`src/rtl/sad_best_match_tracker_if.sv`:
```
// Candidate/result bundle between the EX-stage SAD payload producer and the
// best-match tracker; the producer side uses master, the tracker uses slave.
interface sad_best_match_tracker_if #(
  parameter int NPIX   = 16,
  parameter int DATA_W = 32,
  parameter int SAD_W  = 32
);
  logic                   Start;
  logic                   In_Valid;
  logic                   In_Last;
  logic [31:0]            Pos_X;
  logic [31:0]            Pos_Y;
  logic [NPIX*DATA_W-1:0] Window_Data;
  logic [NPIX*DATA_W-1:0] Template_Data;
  logic                   Busy;
  logic                   Cand_Valid;
  logic [SAD_W-1:0]       Cand_SAD;
  logic [SAD_W-1:0]       Best_SAD;
  logic [31:0]            Best_X;
  logic [31:0]            Best_Y;
  logic                   Done;

  modport master (
    output Start, In_Valid, In_Last, Pos_X, Pos_Y, Window_Data, Template_Data,
    input  Busy, Cand_Valid, Cand_SAD, Best_SAD, Best_X, Best_Y, Done
  );

  modport slave (
    input  Start, In_Valid, In_Last, Pos_X, Pos_Y, Window_Data, Template_Data,
    output Busy, Cand_Valid, Cand_SAD, Best_SAD, Best_X, Best_Y, Done
  );
endinterface

```
`src/rtl/sad_best_match_tracker.sv`:
```
// Two-stage SAD pipeline over 4x4 candidate blocks with a running minimum
// tracker; pulses Done once the Last candidate of a search has been compared.
module sad_best_match_tracker #(
  parameter int NPIX   = 16,
  parameter int DATA_W = 32,
  parameter int SAD_W  = 32
) (
  input logic Clk,
  input logic Reset,
  sad_best_match_tracker_if.slave bus
);

  localparam int ROWS  = NPIX / 4;
  localparam int ROW_W = DATA_W + 2;
  localparam int TOT_W = ROW_W + $clog2(ROWS);

  typedef enum logic [1:0] {IDLE, RUN, DRAIN, DONE} state_t;

  state_t state, state_nxt;
  logic   accept;

  logic             s1_valid;
  logic [ROW_W-1:0] s1_row [ROWS];
  logic [31:0]      s1_x, s1_y;
  logic             s1_last;

  logic             cand_valid;
  logic [SAD_W-1:0] cand_sad;
  logic [31:0]      c_x, c_y;
  logic             c_last;

  logic [SAD_W-1:0] best_sad;
  logic [31:0]      best_x, best_y;

  logic [ROW_W-1:0] row_sum [ROWS];
  logic [TOT_W-1:0] total;
  logic [SAD_W-1:0] total_sat;

  function automatic logic [DATA_W-1:0] abs_diff(input logic [DATA_W-1:0] a,
                                                  input logic [DATA_W-1:0] b);
    return (a >= b) ? (a - b) : (b - a);
  endfunction

  // Start outranks any same-cycle candidate, so it is never accepted.
  assign accept = (state == RUN) && bus.In_Valid && !bus.Start;

  // NOTE: every variable written in always_comb gets a default first, so no
  // path can leave it unassigned and infer a latch.
  always_comb begin
    for (int r = 0; r < ROWS; r++) begin
      row_sum[r] = '0;
      for (int c = 0; c < 4; c++) begin
        row_sum[r] = row_sum[r] + ROW_W'(abs_diff(
          bus.Window_Data[(r*4+c)*DATA_W +: DATA_W],
          bus.Template_Data[(r*4+c)*DATA_W +: DATA_W]));
      end
    end
  end

  always_comb begin
    total = '0;
    for (int r = 0; r < ROWS; r++) begin
      total = total + TOT_W'(s1_row[r]);
    end
    total_sat = (|total[TOT_W-1:SAD_W]) ? '1 : total[SAD_W-1:0];
  end

  // NOTE: sequential state uses non-blocking assignments so every register
  // samples pre-edge values regardless of statement order.
  always_ff @(posedge Clk) begin
    if (Reset) state <= IDLE;
    else       state <= state_nxt;
  end

  always_comb begin
    state_nxt = state;
    if (bus.Start) begin
      state_nxt = RUN;
    end else begin
      case (state)
        IDLE:    state_nxt = IDLE;
        RUN:     if (accept && bus.In_Last) state_nxt = DRAIN;
        DRAIN:   if (cand_valid && c_last)  state_nxt = DONE;
        DONE:    state_nxt = IDLE;
        default: state_nxt = IDLE;
      endcase
    end
  end

  // NOTE: stage-1 payload registers are not reset; only their valid bit
  // matters, and it is cleared by Reset and Start.
  always_ff @(posedge Clk) begin
    if (accept) begin
      s1_row  <= row_sum;
      s1_x    <= bus.Pos_X;
      s1_y    <= bus.Pos_Y;
      s1_last <= bus.In_Last;
    end
  end

  always_ff @(posedge Clk) begin
    if (Reset) begin
      s1_valid   <= 1'b0;
      cand_valid <= 1'b0;
      cand_sad   <= '0;
      c_x        <= '0;
      c_y        <= '0;
      c_last     <= 1'b0;
      best_sad   <= '0;
      best_x     <= '0;
      best_y     <= '0;
    end else begin
      s1_valid   <= accept;
      cand_valid <= s1_valid && !bus.Start;
      if (s1_valid) begin
        cand_sad <= total_sat;
        c_x      <= s1_x;
        c_y      <= s1_y;
        c_last   <= s1_last;
      end
      // Strict compare: ties and saturated SADs never displace the current best.
      if (bus.Start) begin
        best_sad <= '1;
        best_x   <= '0;
        best_y   <= '0;
      end else if (cand_valid && (cand_sad < best_sad)) begin
        best_sad <= cand_sad;
        best_x   <= c_x;
        best_y   <= c_y;
      end
    end
  end

  assign bus.Busy       = (state != IDLE);
  assign bus.Done       = (state == DONE);
  assign bus.Cand_Valid = cand_valid;
  assign bus.Cand_SAD   = cand_sad;
  assign bus.Best_SAD   = best_sad;
  assign bus.Best_X     = best_x;
  assign bus.Best_Y     = best_y;

endmodule
```
`src/flat_wrapper.sv`:
```
// flat-port wrapper written by rule: the top's interface ports become plain ports
module sad_best_match_tracker_flat 
#(
  parameter int NPIX   = 16,
  parameter int DATA_W = 32,
  parameter int SAD_W  = 32
)
  (Clk, Reset, bus_Start, bus_In_Valid, bus_In_Last, bus_Pos_X, bus_Pos_Y, bus_Window_Data, bus_Template_Data, bus_Busy, bus_Cand_Valid, bus_Cand_SAD, bus_Best_SAD, bus_Best_X, bus_Best_Y, bus_Done);
  sad_best_match_tracker_if #(.NPIX(NPIX), .DATA_W(DATA_W), .SAD_W(SAD_W)) bus_i ();
  input logic Clk;
  input logic Reset;
  input wire logic [$bits(bus_i.Start)-1:0] bus_Start;
  input wire logic [$bits(bus_i.In_Valid)-1:0] bus_In_Valid;
  input wire logic [$bits(bus_i.In_Last)-1:0] bus_In_Last;
  input wire logic [$bits(bus_i.Pos_X)-1:0] bus_Pos_X;
  input wire logic [$bits(bus_i.Pos_Y)-1:0] bus_Pos_Y;
  input wire logic [$bits(bus_i.Window_Data)-1:0] bus_Window_Data;
  input wire logic [$bits(bus_i.Template_Data)-1:0] bus_Template_Data;
  output wire logic [$bits(bus_i.Busy)-1:0] bus_Busy;
  output wire logic [$bits(bus_i.Cand_Valid)-1:0] bus_Cand_Valid;
  output wire logic [$bits(bus_i.Cand_SAD)-1:0] bus_Cand_SAD;
  output wire logic [$bits(bus_i.Best_SAD)-1:0] bus_Best_SAD;
  output wire logic [$bits(bus_i.Best_X)-1:0] bus_Best_X;
  output wire logic [$bits(bus_i.Best_Y)-1:0] bus_Best_Y;
  output wire logic [$bits(bus_i.Done)-1:0] bus_Done;
  assign bus_i.Start = bus_Start;
  assign bus_i.In_Valid = bus_In_Valid;
  assign bus_i.In_Last = bus_In_Last;
  assign bus_i.Pos_X = bus_Pos_X;
  assign bus_i.Pos_Y = bus_Pos_Y;
  assign bus_i.Window_Data = bus_Window_Data;
  assign bus_i.Template_Data = bus_Template_Data;
  assign bus_Busy = bus_i.Busy;
  assign bus_Cand_Valid = bus_i.Cand_Valid;
  assign bus_Cand_SAD = bus_i.Cand_SAD;
  assign bus_Best_SAD = bus_i.Best_SAD;
  assign bus_Best_X = bus_i.Best_X;
  assign bus_Best_Y = bus_i.Best_Y;
  assign bus_Done = bus_i.Done;
  sad_best_match_tracker #(.NPIX(NPIX), .DATA_W(DATA_W), .SAD_W(SAD_W)) u_core (.Clk(Clk), .Reset(Reset), .bus(bus_i));
endmodule
```
`config.mk`:
```
export PLATFORM = sky130hd
export DESIGN_NAME = sad_best_match_tracker_flat
export DESIGN_NICKNAME = d
export VERILOG_FILES = /design/src/rtl/sad_best_match_tracker_if.sv /design/src/rtl/sad_best_match_tracker.sv /design/src/flat_wrapper.sv
export SDC_FILE = /design/constraint.sdc
export NUM_CORES = 2
export LEC_CHECK = 0
export ABC_CLOCK_PERIOD_IN_PS = 11600
export CAP_MARGIN = 20
export CORE_AREA = 2 2 479 481
export CTS_BUF_LIST = sky130_fd_sc_hd__clkbuf_16
export CTS_CLUSTER_DIAMETER = 30
export CTS_CLUSTER_SIZE = 20
export DETAILED_ROUTE_END_ITERATION = 16
export DIE_AREA = 0 0 481 483
export PLACE_DENSITY_LB_ADDON = 0.15
export SYNTH_ARGS = -nofsm -noshare
export SYNTH_HDL_FRONTEND = slang
export SYNTH_SLANG_ARGS = --single-unit
```
`constraint.sdc`:
```
create_clock -name Clk -period 11.6 [get_ports Clk]
set_clock_uncertainty 0.15 [all_clocks]
set_input_delay 2.9 -clock Clk [delete_from_list [all_inputs] [get_ports Clk]]
set_output_delay 2.9 -clock Clk [all_outputs]
set_load 0.02 [all_outputs]
```
==> flow_summary.json <==
{
  "first_iter_violations": 6794,
  "synth_cell_type_count": 107,
  "die_w_um": 481,
  "final_setup_viols": 0,
  "cts_tree": "built",
  "critPathMostFrequentCell": "buf_4",
  "worst-endpoint-arrival_ps": 11520,
  "fmax_ghz": 0.0889,
  "synth.area.top_cells": "ha_1, a21oi_1, edfxtp_1",
  "synth_area_per_cell_um2": 7.50,
  "reg2reg_to": "u_core.bus.Cand_SAD[26]",
  "totalNegativeSetupSlack_ps": 0,
  "synth-edff-count": 201,
  "core.rowCount": 175,
  "clock-sinks": 398,
  "fin_total_pwr_mw": 30.1,
  "seqCellArea_um2": 9980,
  "post-synth-top-count-cell": "inv_1",
  "timing.setup.critical_path_class": "in -> reg",
  "required_ps": 11870,
  "post_place_worst_slack_ps": -645,
  "synth_seq_cells": 398,
  "routed_wire_length_per_instance_um": 23.6,
  "dr.pass1.iters": 6,
  "coreArea_um2": 227000,
  "multi_input_area_um2": 69000,
  "hold_depth": 2,
  "drc_errors": 0,
  "postSynthNetCount": 14200,
  "run_status": "complete, no violations",
  "postSynth.asyncResetShare_pct": 0,
  "clk_pin_slew_worst_paths_ps": 50,
  "fraction_of_final_layout_cells_with_drive_strength_greater_than_1_pct": 7.28,
  "crit_family": "compound AO/OA/AOI/OAI gates",
  "worstSetupEndpointType": "flip-flop",
  "end_point_of_the_worst_hold_path": "u_core.bus.Best_X[26]",
  "post_synth_instance_area_um2": 86700,
  "prevailing_post_synth_register_cell": "edfxtp_1",
  "slew_viol_final": 0,
  "finalWorstPathRequiredPeriod_ps": 11250,
  "cts_htree_levels": 3,
  "setup_repair_after_global_routing_missed_its_margin": "yes",
  "crit_path_max_fanout": 9,
  "route.final.wire_length_um": 381000,
  "design.final.nets": 15700,
  "drt-vias-per-instance": 5.63,
  "layout_worst_path_cycle_share_pct": 97.0,
  "timing.max_cap.violations": 0,
  "crit_path_start_kind": "primary input",
  "seq_area_frac_synth_pct": 11.5,
  "reg2reg_setup_slack_ps": 4760,
  "timing.critical_path.buf_inv": 8,
  "clock_tree.buffer_depth": 3,
  "grt_antenna_before_repair": 128,
  "grt_pass1_wl_um": 559000,
  "leakage_nw": 52.8,
  "beginning_of_the_worst_hold_path": "u_core.c_x[26]",
  "start_util_pct": 38.2,
  "number_of_hold_slack_violations_in_the_final_timing_report": 0,
  "buffer_ports.inserted": 1223,
  "cell_accounting_for_the_most_synthesized_area": "ha_1",
  "via_count": 90900,
  "clock_tree.root_cell": "clkbuf_16",
  "synth_warnings": 0,
  "clk_latency_ps": 640,
  "max-slew-margin-rel_pct": 15.4,
  "cts_made_buffers": 82,
  "gp_routability_congestion": 1.01,
  "hold_path_class": "reg -> reg",
  "yosys-top-cells-count": "inv_1, ha_1, a21oi_1",
  "floorplan.die.height_um": 483,
  "post-route-worst-setup-slack_ps": 352,
  "globalRouteOverflowTotal": 0,
  "sum_of_net_half_perimeters_after_detailed_placement_um": 333000,
  "drtAntennaViolNets": 0,
  "global_route_usage_over_all_layers_pct": 31.1,
  "layout-area-overhead-vs-synth_pct": 25.4,
  "timing.rr.start": "u_core.s1_row[102]",
  "io-pin-count": 1224,
  "whs_ps": 279,
  "utilization_pct": 47.9,
  "reg2reg_depth": 24,
  "power_density_nw_per_um2": 277,
  "worst_path_largest_cell_delay_ps": 540,
  "worstMarginPinSlew_ps": 1250,
  "portion_of_synthesized_cell_area_occupied_by_the_leading_cell_type_pct": 19.7,
  "grt_max_degree": 90,
  "die_area_um2": 232000,
  "fillCellCount": 22800,
  "critical-path-slowest-cell": "fa_1",
  "vdd_ir_drop_max_mv": 0.384,
  "number_of_global_route_vias_before_repair": 88600,
  "instance_count_of_the_mapped_netlist": 11600
}
==> cells by family (layout without fill, tap and decap cells) <==
logic type | after synthesis | count (layout) | synth area share [%]
DFF | 398 | 398 | 11.5
buffers and inverters | 2098 | 3611 | 9.23
AOI/OAI and AO/OA | 3937 | 3938 | 29.7
and+or+nand+nor | 2533 | 2533 | 14.4
other | 0 | 57 | 0
xor gates and xnor gates | 734 | 734 | 7.41
muxes | 288 | 288 | 3.36
adders and majority gates | 1571 | 1571 | 24.4
==> flip-flops by register name (all words and copies together), names as in the netlist <==
signal	cells
u_core.bus.Best_SAD	32
u_core.bus.Best_X	32
u_core.bus.Best_Y	32
u_core.bus.Cand_SAD	32
u_core.bus.Cand_Valid	1
u_core.c_last	1
u_core.c_x	32
u_core.c_y	32
u_core.s1_last	1
u_core.s1_row	136
u_core.s1_valid	1
u_core.s1_x	32
u_core.s1_y	32
u_core.state	2
==> metal layers <==
| metal | part of all wire, % | vias up | global-route usage (%) | wire [um] |
|---|---|---|---|---|
| met5 | 0.13 | - | 0 | 504 |
| li1 | - | 43700 | - | - |
| met3 | 5.8 | 593 | 4.58 | 22100 |
| met2 | 47 | 2968 | 52.8 | 179000 |
| met1 | 43 | 43500 | 39.2 | 163000 |
| met4 | 4.4 | 78 | 12.7 | 16600 |
==> layout make-up <==
type                       instances  area share, %
clock inverter                    71          0.623
timing repair buffer            1860           15.8
tap                             3009           3.46
multi-input combinational       9064           63.4
sequential                       398           9.18
inverter                        1597           5.51
clock buffer                      83           1.91
antenna                           57          0.131
==> per-stage QoR <==
stage / area (um2) / instances
floorplan: 86700 / 11600
global placement: 106000 / 15900
detailed placement: 106000 / 15900
CTS: 108000 / 16100
global route: 109000 / 16100
finish: 109000 / 16100
==> cells in the final DEF, fill, tap and decap left out, types with 58 or more instances in the layout <==
master and instances:
a31oi_1 107, nand2b_1 115, clkbuf_16 83, nor4_1 58, fa_1 204, xnor2_1 431
o21bai_1 176, xor2_1 298, inv_1 1607, nand2_1 518, nand4_1 139, nor2b_1 162
o211ai_1 76, or3_1 69, o21ai_0 621, nand3_1 250, a21oi_1 1232, a311oi_1 58
nor2_1 690, and3_1 112, clkdlybuf4s50_1 1221, dfxtp_1 196, o31ai_1 61, a211oi_1 159
edfxtp_1 201, buf_4 630, nor3_1 184, o21a_1 163, mux2i_1 262, and2_1 71
a21o_1 732, ha_1 1367
==> worst register-to-register path, stage by stage (launching register included) <==
cell      delay (ps)
edfxtp_1         400
ha_1             240
fa_1             420
a21oi_1          180
nand4b_1         170
and3_1           220
o31ai_1          170
a21o_1           210
a21o_1           190
a21o_1           180
a21o_1           210
and4_1           220
nor3_1           380
fa_1             510
inv_1             80
ha_1             220
nand3_1          110
or2_2            320
o31ai_1          550
a221o_1          390
a21oi_1          120
nor4b_1          310
o32a_1           190
buf_4            330
o311ai_0         190
==> worst max-delay path by stage <==
| stage | endpoint | depth (start not counted) | slack [ps] | startpoint |
|---|---|---|---|---|
| 3_3_place_gp | u_core.s1_row[134] | 39 | -620 | bus_Template_Data[0] |
| 4_1_cts | u_core.s1_row[134] | 40 | 10 | bus_Template_Data[0] |
| 5_1_grt | u_core.s1_row[134] | 41 | -130 | bus_Window_Data[0] |
| 2_1_floorplan | u_core.s1_row[134] | 38 | 800 | bus_Window_Data[32] |
| 3_5_place_dp | u_core.s1_row[134] | 39 | -640 | bus_Template_Data[0] |
| 6_report | u_core.s1_row[134] | 40 | 350 | bus_Window_Data[0] |
==> timing repair <==
| action | 4_1_cts | 5_1_grt |
|---|---|---|
| endpoints found under the setup margin | 1 | 8 |
| hold buffers | 0 | 0 |
| setup buffers | 0 | 3 |
| cloned | 0 | 1 |
| gates resized for setup | 2 | 21 |
| pin swaps | 3 | 14 |
==> where the power goes <==
| part | internal (mW) | leakage (nW) | switching [mW] |
|---|---|---|---|
| registers | 2.49 | 3.43 | 0.130 |
| clock network | 1.46 | 1.38 | 0.822 |
| logic | 10.7 | 48.0 | 14.5 |
| total | 14.7 | 52.8 | 15.4 |
Note: power is estimated with default switching activity, not from simulation.
